## src/rtl/mbc3_rtc_pkg.sv

```systemverilog
// mbc3_rtc_pkg: register-select codes, RTC state struct and external-RAM window for the MBC3 RTC.
package mbc3_rtc_pkg;

    typedef enum logic [7:0] {
        RTC_S  = 8'h08,
        RTC_M  = 8'h09,
        RTC_H  = 8'h0A,
        RTC_DL = 8'h0B,
        RTC_DH = 8'h0C
    } rtc_reg_e;

    typedef enum logic {
        LATCH_IDLE,
        LATCH_ARMED
    } latch_state_e;

    typedef struct packed {
        logic [5:0] s;
        logic [5:0] m;
        logic [4:0] h;
        logic [8:0] day;
        logic       halt;
        logic       carry;
    } rtc_t;

    localparam logic [15:0] EXT_RAM_LO = 16'hA000;
    localparam logic [15:0] EXT_RAM_HI = 16'hBFFF;

    // Unused register bits read back as 1.
    function automatic logic [7:0] rtc_read(rtc_t r, rtc_reg_e sel);
        return sel == RTC_S  ? {2'b11, r.s} :
               sel == RTC_M  ? {2'b11, r.m} :
               sel == RTC_H  ? {3'b111, r.h} :
               sel == RTC_DL ? r.day[7:0] :
                               {r.carry, r.halt, 5'b11111, r.day[8]};
    endfunction

endpackage

```

## src/rtl/mbc3_rtc_if.sv

```systemverilog
// mbc3_rtc_if: snooped CPU cartridge bus plus the RTC select/read-back lines.
interface mbc3_rtc_if;
    logic        wr_en;
    logic [15:0] addr;
    logic [7:0]  wr_data;
    logic        rtc_sel;
    logic [7:0]  rd_data;

    modport master (output wr_en, addr, wr_data, input rtc_sel, rd_data);
    modport slave  (input wr_en, addr, wr_data, output rtc_sel, rd_data);
endinterface

```

## src/rtl/mbc3_rtc_prescaler.sv

```systemverilog
// mbc3_rtc_prescaler: one-second prescaler with halt and clear.
// MBC3_RTC_FAST_TICK_EN shortens a second to 4 clk cycles for simulation.
module mbc3_rtc_prescaler #(
    parameter int TICKS_PER_SEC = 4194304
) (
    input  logic clk,
    input  logic reset,
    input  logic halt,
    input  logic clear,
    output logic tick
);
`ifdef MBC3_RTC_FAST_TICK_EN
    localparam int N = 4;
`else
    localparam int N = TICKS_PER_SEC;
`endif
    localparam int W = (N > 1) ? $clog2(N) : 1;

    logic [W-1:0] cnt;

    assign tick = !halt && cnt == W'(N - 1);

    always_ff @(posedge clk or posedge reset)
        if (reset)
            cnt <= '0;
        else if (clear)
            cnt <= '0;
        else if (!halt)
            cnt <= tick ? '0 : cnt + 1'b1;
endmodule

```

## src/rtl/mbc3_rtc.sv

```systemverilog
// mbc3_rtc: MBC3 real-time clock with snooped bank/latch controls and a latched read-back set.
// Define MBC3_RTC_FAST_TICK_EN to run seconds at 4 clk cycles (see mbc3_rtc_prescaler).
module mbc3_rtc
    import mbc3_rtc_pkg::*;
#(
    parameter int TICKS_PER_SEC = 4194304
) (
    input logic        clk,
    input logic        reset,
    mbc3_rtc_if.slave  bus
);
    rtc_t         live, latched;
    rtc_reg_e     sel;
    latch_state_e lstate;
    logic sel_vld, ram_en, tick, in_win, wr_rtc;
    logic wr_s, wr_m, wr_h, wr_dl, wr_dh;
    logic c_s, c_m, c_h, c_dl;

    assign in_win      = bus.addr >= EXT_RAM_LO && bus.addr <= EXT_RAM_HI;
    assign bus.rtc_sel = ram_en && sel_vld && in_win;
    assign bus.rd_data = bus.rtc_sel ? rtc_read(latched, sel) : 8'hFF;
    assign wr_rtc      = bus.wr_en && bus.rtc_sel;
    assign wr_s        = wr_rtc && sel == RTC_S;
    assign wr_m        = wr_rtc && sel == RTC_M;
    assign wr_h        = wr_rtc && sel == RTC_H;
    assign wr_dl       = wr_rtc && sel == RTC_DL;
    assign wr_dh       = wr_rtc && sel == RTC_DH;

    // A register being written this cycle swallows its own carry-out.
    assign c_s  = tick && live.s == 6'd59 && !wr_s;
    assign c_m  = c_s && live.m == 6'd59 && !wr_m;
    assign c_h  = c_m && live.h == 5'd23 && !wr_h;
    assign c_dl = c_h && live.day[7:0] == 8'hFF && !wr_dl;

    mbc3_rtc_prescaler #(.TICKS_PER_SEC(TICKS_PER_SEC)) u_prescaler (
        .clk   (clk),
        .reset (reset),
        .halt  (live.halt),
        .clear (wr_s),
        .tick  (tick)
    );

    always_ff @(posedge clk or posedge reset)
        if (reset) begin
            live <= '0;
        end else begin
            if (tick)
                live.s <= live.s == 6'd59 ? 6'd0 : live.s + 6'd1;
            if (c_s)
                live.m <= live.m == 6'd59 ? 6'd0 : live.m + 6'd1;
            if (c_m)
                live.h <= live.h == 5'd23 ? 5'd0 : live.h + 5'd1;
            if (c_h)
                live.day[7:0] <= live.day[7:0] + 8'd1;
            if (c_dl)
                live.day[8] <= !live.day[8];
            if (c_dl && live.day[8] && !wr_dh)
                live.carry <= 1'b1;
            if (wr_s)
                live.s <= bus.wr_data[5:0];
            if (wr_m)
                live.m <= bus.wr_data[5:0];
            if (wr_h)
                live.h <= bus.wr_data[4:0];
            if (wr_dl)
                live.day[7:0] <= bus.wr_data;
            if (wr_dh) begin
                live.day[8] <= bus.wr_data[0];
                live.halt   <= bus.wr_data[6];
                live.carry  <= bus.wr_data[7];
            end
        end

    // Latch FSM: only an 0x00 write arms it, whatever the current state.
    always_ff @(posedge clk or posedge reset)
        if (reset) begin
            ram_en  <= 1'b0;
            sel_vld <= 1'b0;
            sel     <= RTC_S;
            lstate  <= LATCH_IDLE;
            latched <= '0;
        end else if (bus.wr_en) begin
            if (bus.addr[15:13] == 3'b000)
                ram_en <= bus.wr_data[3:0] == 4'hA;
            if (bus.addr[15:13] == 3'b010) begin
                sel_vld <= bus.wr_data inside {[8'h08:8'h0C]};
                if (bus.wr_data inside {[8'h08:8'h0C]})
                    sel <= rtc_reg_e'(bus.wr_data);
            end
            if (bus.addr[15:13] == 3'b011) begin
                lstate <= bus.wr_data == 8'h00 ? LATCH_ARMED : LATCH_IDLE;
                if (lstate == LATCH_ARMED && bus.wr_data == 8'h01)
                    latched <= live;
            end
        end
endmodule

```

## src/flat_wrapper.sv

```systemverilog
// flat-port wrapper written by rule: the top's interface ports become plain ports
module mbc3_rtc_flat import mbc3_rtc_pkg::*;
#(
    parameter int TICKS_PER_SEC = 4194304
)
  (clk, reset, bus_wr_en, bus_addr, bus_wr_data, bus_rtc_sel, bus_rd_data);
  mbc3_rtc_if bus_i ();
  input logic clk;
  input logic reset;
  input wire logic [$bits(bus_i.wr_en)-1:0] bus_wr_en;
  input wire logic [$bits(bus_i.addr)-1:0] bus_addr;
  input wire logic [$bits(bus_i.wr_data)-1:0] bus_wr_data;
  output wire logic [$bits(bus_i.rtc_sel)-1:0] bus_rtc_sel;
  output wire logic [$bits(bus_i.rd_data)-1:0] bus_rd_data;
  assign bus_i.wr_en = bus_wr_en;
  assign bus_i.addr = bus_addr;
  assign bus_i.wr_data = bus_wr_data;
  assign bus_rtc_sel = bus_i.rtc_sel;
  assign bus_rd_data = bus_i.rd_data;
  mbc3_rtc #(.TICKS_PER_SEC(TICKS_PER_SEC)) u_core (.clk(clk), .reset(reset), .bus(bus_i));
endmodule
```

## config.mk

```make
export PLATFORM = sky130hd
export DESIGN_NAME = mbc3_rtc_flat
export DESIGN_NICKNAME = d
export VERILOG_FILES = /design/src/rtl/mbc3_rtc_pkg.sv /design/src/rtl/mbc3_rtc_if.sv /design/src/rtl/mbc3_rtc_prescaler.sv /design/src/rtl/mbc3_rtc.sv /design/src/flat_wrapper.sv
export SDC_FILE = /design/constraint.sdc
export NUM_CORES = 1
export LEC_CHECK = 0
export CAP_MARGIN = 20
export CORE_MARGIN = 2
export CORE_UTILIZATION = 29
export CTS_BUF_LIST = sky130_fd_sc_hd__clkbuf_4 sky130_fd_sc_hd__clkbuf_8 sky130_fd_sc_hd__clkbuf_16
export CTS_CLUSTER_DIAMETER = 120
export DETAILED_ROUTE_END_ITERATION = 8
export GPL_TIMING_DRIVEN = 0
export PLACE_DENSITY = 0.57
export SLEW_MARGIN = 10
export SYNTH_ARGS = -nofsm -noshare
export SYNTH_HDL_FRONTEND = slang
export SYNTH_SLANG_ARGS = --single-unit
```

## constraint.sdc

```tcl
create_clock -name clk -period 4.9 [get_ports clk]
set_input_delay 0.49 -clock clk [delete_from_list [all_inputs] [get_ports clk]]
set_output_delay 0.49 -clock clk [all_outputs]
set_load 0.02 [all_outputs]
```

==> out/results.tsv <==
stage	metric	value	unit
global_route	overflow	0	
route	drc	0	
global_route	antenna_found_initial	0	
synthesis	synth_top_family_by_area	simple AND/OR/NAND/NOR gates	
synthesis	synth_top_cell_by_area	dfrtp_1	
die	rows	46	
power_and_ir_drop	pwr-share-comb	3.7	%
synthesis	yosysMostFrequentCell	dfrtp_1	
placed_design	gp_congestion	0.868	
setup_path	crit_chain	nor4_1 -> nand2_1 -> nor3_1 -> nand4_1 -> clkdlybuf4s50_1	
clocking	clock_path_buffers	2	
synthesis	synthFlopType	dfrtp_1	
die	die_w	130	um
power_and_ir_drop	cellInternalPower	1.11	mW
clocking	numCtsBuffers	9	
final_layout	fin_util	34.4	%
setup_path	crit_arrival	3.44	ns
timing	finalHoldViolCount	0	
final_layout	stdcell_count	710	
timing	setup_tns	0	ns
route	finalWirelength	11.1	mm
synthesis	seq_area_frac_synth	48.2	%
timing	final-setup-viol-count	0	
synthesis	syn_nets	489	
setup_path	path_class	reg2out	
setup_path	cp_max_fo	6	
clocking	hold_buffers	0	
final_layout	drive_gt1_share	14.4	%
die	dieArea	0.0170	mm^2
route	wl_per_cell	15.6	um
synthesis	syn_inst	457	
power_and_ir_drop	finalPower	1.44	mW
setup_path	slowest_stage	nor4_1	
final_layout	n_antenna_cell	0	
die	initial_core_util	29.4	%
placed_design	io_buffer_count	20	
final_layout	postLayoutCellArea	0.00540	mm^2
synthesis	muxShareOfSynthArea	11.2	%
global_route	grt_pass1_wl	17.8	mm
synthesis	synth.top_cell.area_share	47.6	%
synthesis	synth_xor_area_share	4.73	%
clocking	cts.reportedPaths.clkPinSlew	0.06	ns
timing	hold_slack	0.498	ns
global_route	grt_max_degree	46	
placed_design	hpwl	7.98	mm
timing	fmax	255	MHz
job	drv_cap	0	
timing	rsz0062_at_grt	false	
die	core_area	0.0157	mm^2
clocking	h-tree-depth	3	
synthesis	ys.warnings.count	0	
final_layout	areaGrowthSynthToFinish	16.8	%
clocking	post-cts-setup-buffers	0	
clocking	clockRootBuffer	clkbuf_16	
route	viasPerCell	4.98	
route	vias	3539	
power_and_ir_drop	switchingPower	334	uW
synthesis	ys_types	57	
clocking	cts_tree	done	
power_and_ir_drop	ir_drop	0.149	mV
synthesis	synth_seq_cells	89	
final_layout	final_net_count	521	
power_and_ir_drop	power_density	266	mW/mm^2
timing	period_minus_slack	3.93	ns
global_route	grt_usage	13.6	%
power_and_ir_drop	pwr-share-clk	44.9	%
setup_path	rrSetupSlack	1.73	ns
route	drt-initial-drc-count	161	
setup_path	endpoint_kind	output pin	
timing	min_period_over_period	80.1	%
synthesis	syn_area_per_cell	10.1	um^2
synthesis	synth_area_leaders	dfrtp_1 48%, mux2_2 7.3%, nand2_1 3.9%, nor2_1 3.8%, xor2_1 3.0%	
timing	finalClockSkew	0.00787	ns
route	firstDrtPassIters	5	
timing	maxSlewViolCount	0	
clocking	clkLatencyLatePin	0.34	ns
timing	worst_slew_pin_slew	0.905	ns
power_and_ir_drop	swShare	23.2	%
die	pin_count	36	
clocking	cts_resized	0	
global_route	grt_pass1_vias	3434	
status	outcome	finished clean	
synthesis	synth-compound-area-share	8.55	%
synthesis	yosys.area_share.simple	23.5	%
placed_design	dp_slack	1.13	ns
synthesis	synthAdderAreaFrac	1.35	%
synthesis	synth-edff-count	0	
clocking	clock_sinks	89	
die	die-height	130	um
route	postRouteAntennaNets	0	
power_and_ir_drop	p_leak	2.27	nW
setup_path	cp.required	4.41	ns
synthesis	synthTopCellsByCount	88 x dfrtp_1, 48 x nand2_1, 47 x nor2_1	
synthesis	async_reset_ff_share	100	%
synthesis	syn_area	0.00463	mm^2
placed_design	dpl_cell_area	0.00513	mm^2
worst_hold_path	hold_path_class	reg2reg	
timing	layout_setup_ws	0.975	ns
timing	slew_headroom	39.1	%
placed_design	dpl.cell_count	694	
power_and_ir_drop	seqPwrFrac	51.4	%
setup_path	slowest_delay	0.79	ns
setup_path	crit_path_start_kind	register	
-- power groups by stage --
stage / Combinational (mW) / Clock [mW] / Sequential [mW]
6_report: 0.0539 / 0.646 / 0.739
5_1_grt: 0.0601 / 0.693 / 0.739
3_3_place_gp: 0.0513 / 0 / 0.753
3_5_place_dp: 0.0549 / 0 / 0.753
4_1_cts: 0.0550 / 0.663 / 0.739
2_1_floorplan: 0.0259 / 0 / 0.752
-- sequential cells by signal (all words and copies together), names as in the netlist --
name / count
u_core.latched: 28
u_core.live: 28
u_core.lstate: 1
u_core.ram_en: 1
u_core.sel: 8
u_core.sel_vld: 1
u_core.u_prescaler.cnt: 22
-- cell type report --
| type | count | area, um^2 |
|---|---|---|
| clock buffers | 10 | 233 |
| inverters | 10 | 40.0 |
| well taps | 216 | 270 |
| fillers | 1568 | 10300 |
| plain buffers | 15 | 78.8 |
| repair buffers | 21 | 228 |
| multi-input cells | 343 | 2280 |
| clock inverters | 6 | 43.8 |
| flip-flops and latches | 89 | 2230 |
-- layer usage --
layer  up-vias  share of wire (%)  track usage [%]
met5         -                  0                0
met4         0                2.6             5.31
met3        21                3.0             2.30
met2        59                 47             21.5
met1      1768                 47             18.6
li1       1691                  -                -
-- logic make-up after synthesis --
kind of cell	Yosys count
AO/OA/AOI/OAI	68
XOR/XNOR	25
adder cells (fa/ha/maj)	5
buffers and inverters	25
flip-flops	89
multiplexers	43
AND/OR/NAND/NOR	202
-- placed cells by master (no fill, tap or decap), drive strengths merged, types with 11 or more instances in the layout --
cell	n
inv	11
nor3	16
o21ai	28
nand4	13
nand2	49
nand3	20
a21oi	22
clkdlybuf4s50	20
nor2	50
mux2	30
xor2	16
dfrtp	88
clkbuf	20
-- critical path: cells and delay by family (launching register included) --
family | cells | cell delay (ns)
buffers and inverters | 1 | 0.62
and+or+nand+nor | 4 | 2.09
DFF | 1 | 0.38
-- final timing paths --
check / endpoint / from / cells past startpoint
worst min-delay path: u_core.lstate / u_core.lstate / 2
min in group asynchronous: u_core.latched[25] / reset / 2
max in group asynchronous: u_core.sel_vld / reset / 3
worst max register to register: u_core.u_prescaler.cnt[19] / u_core.sel[4] / 6
worst min register to register: u_core.lstate / u_core.lstate / 2
worst max-delay path: bus_rd_data[5] / u_core.sel[4] / 5
Power figures use the tool's default switching activity.
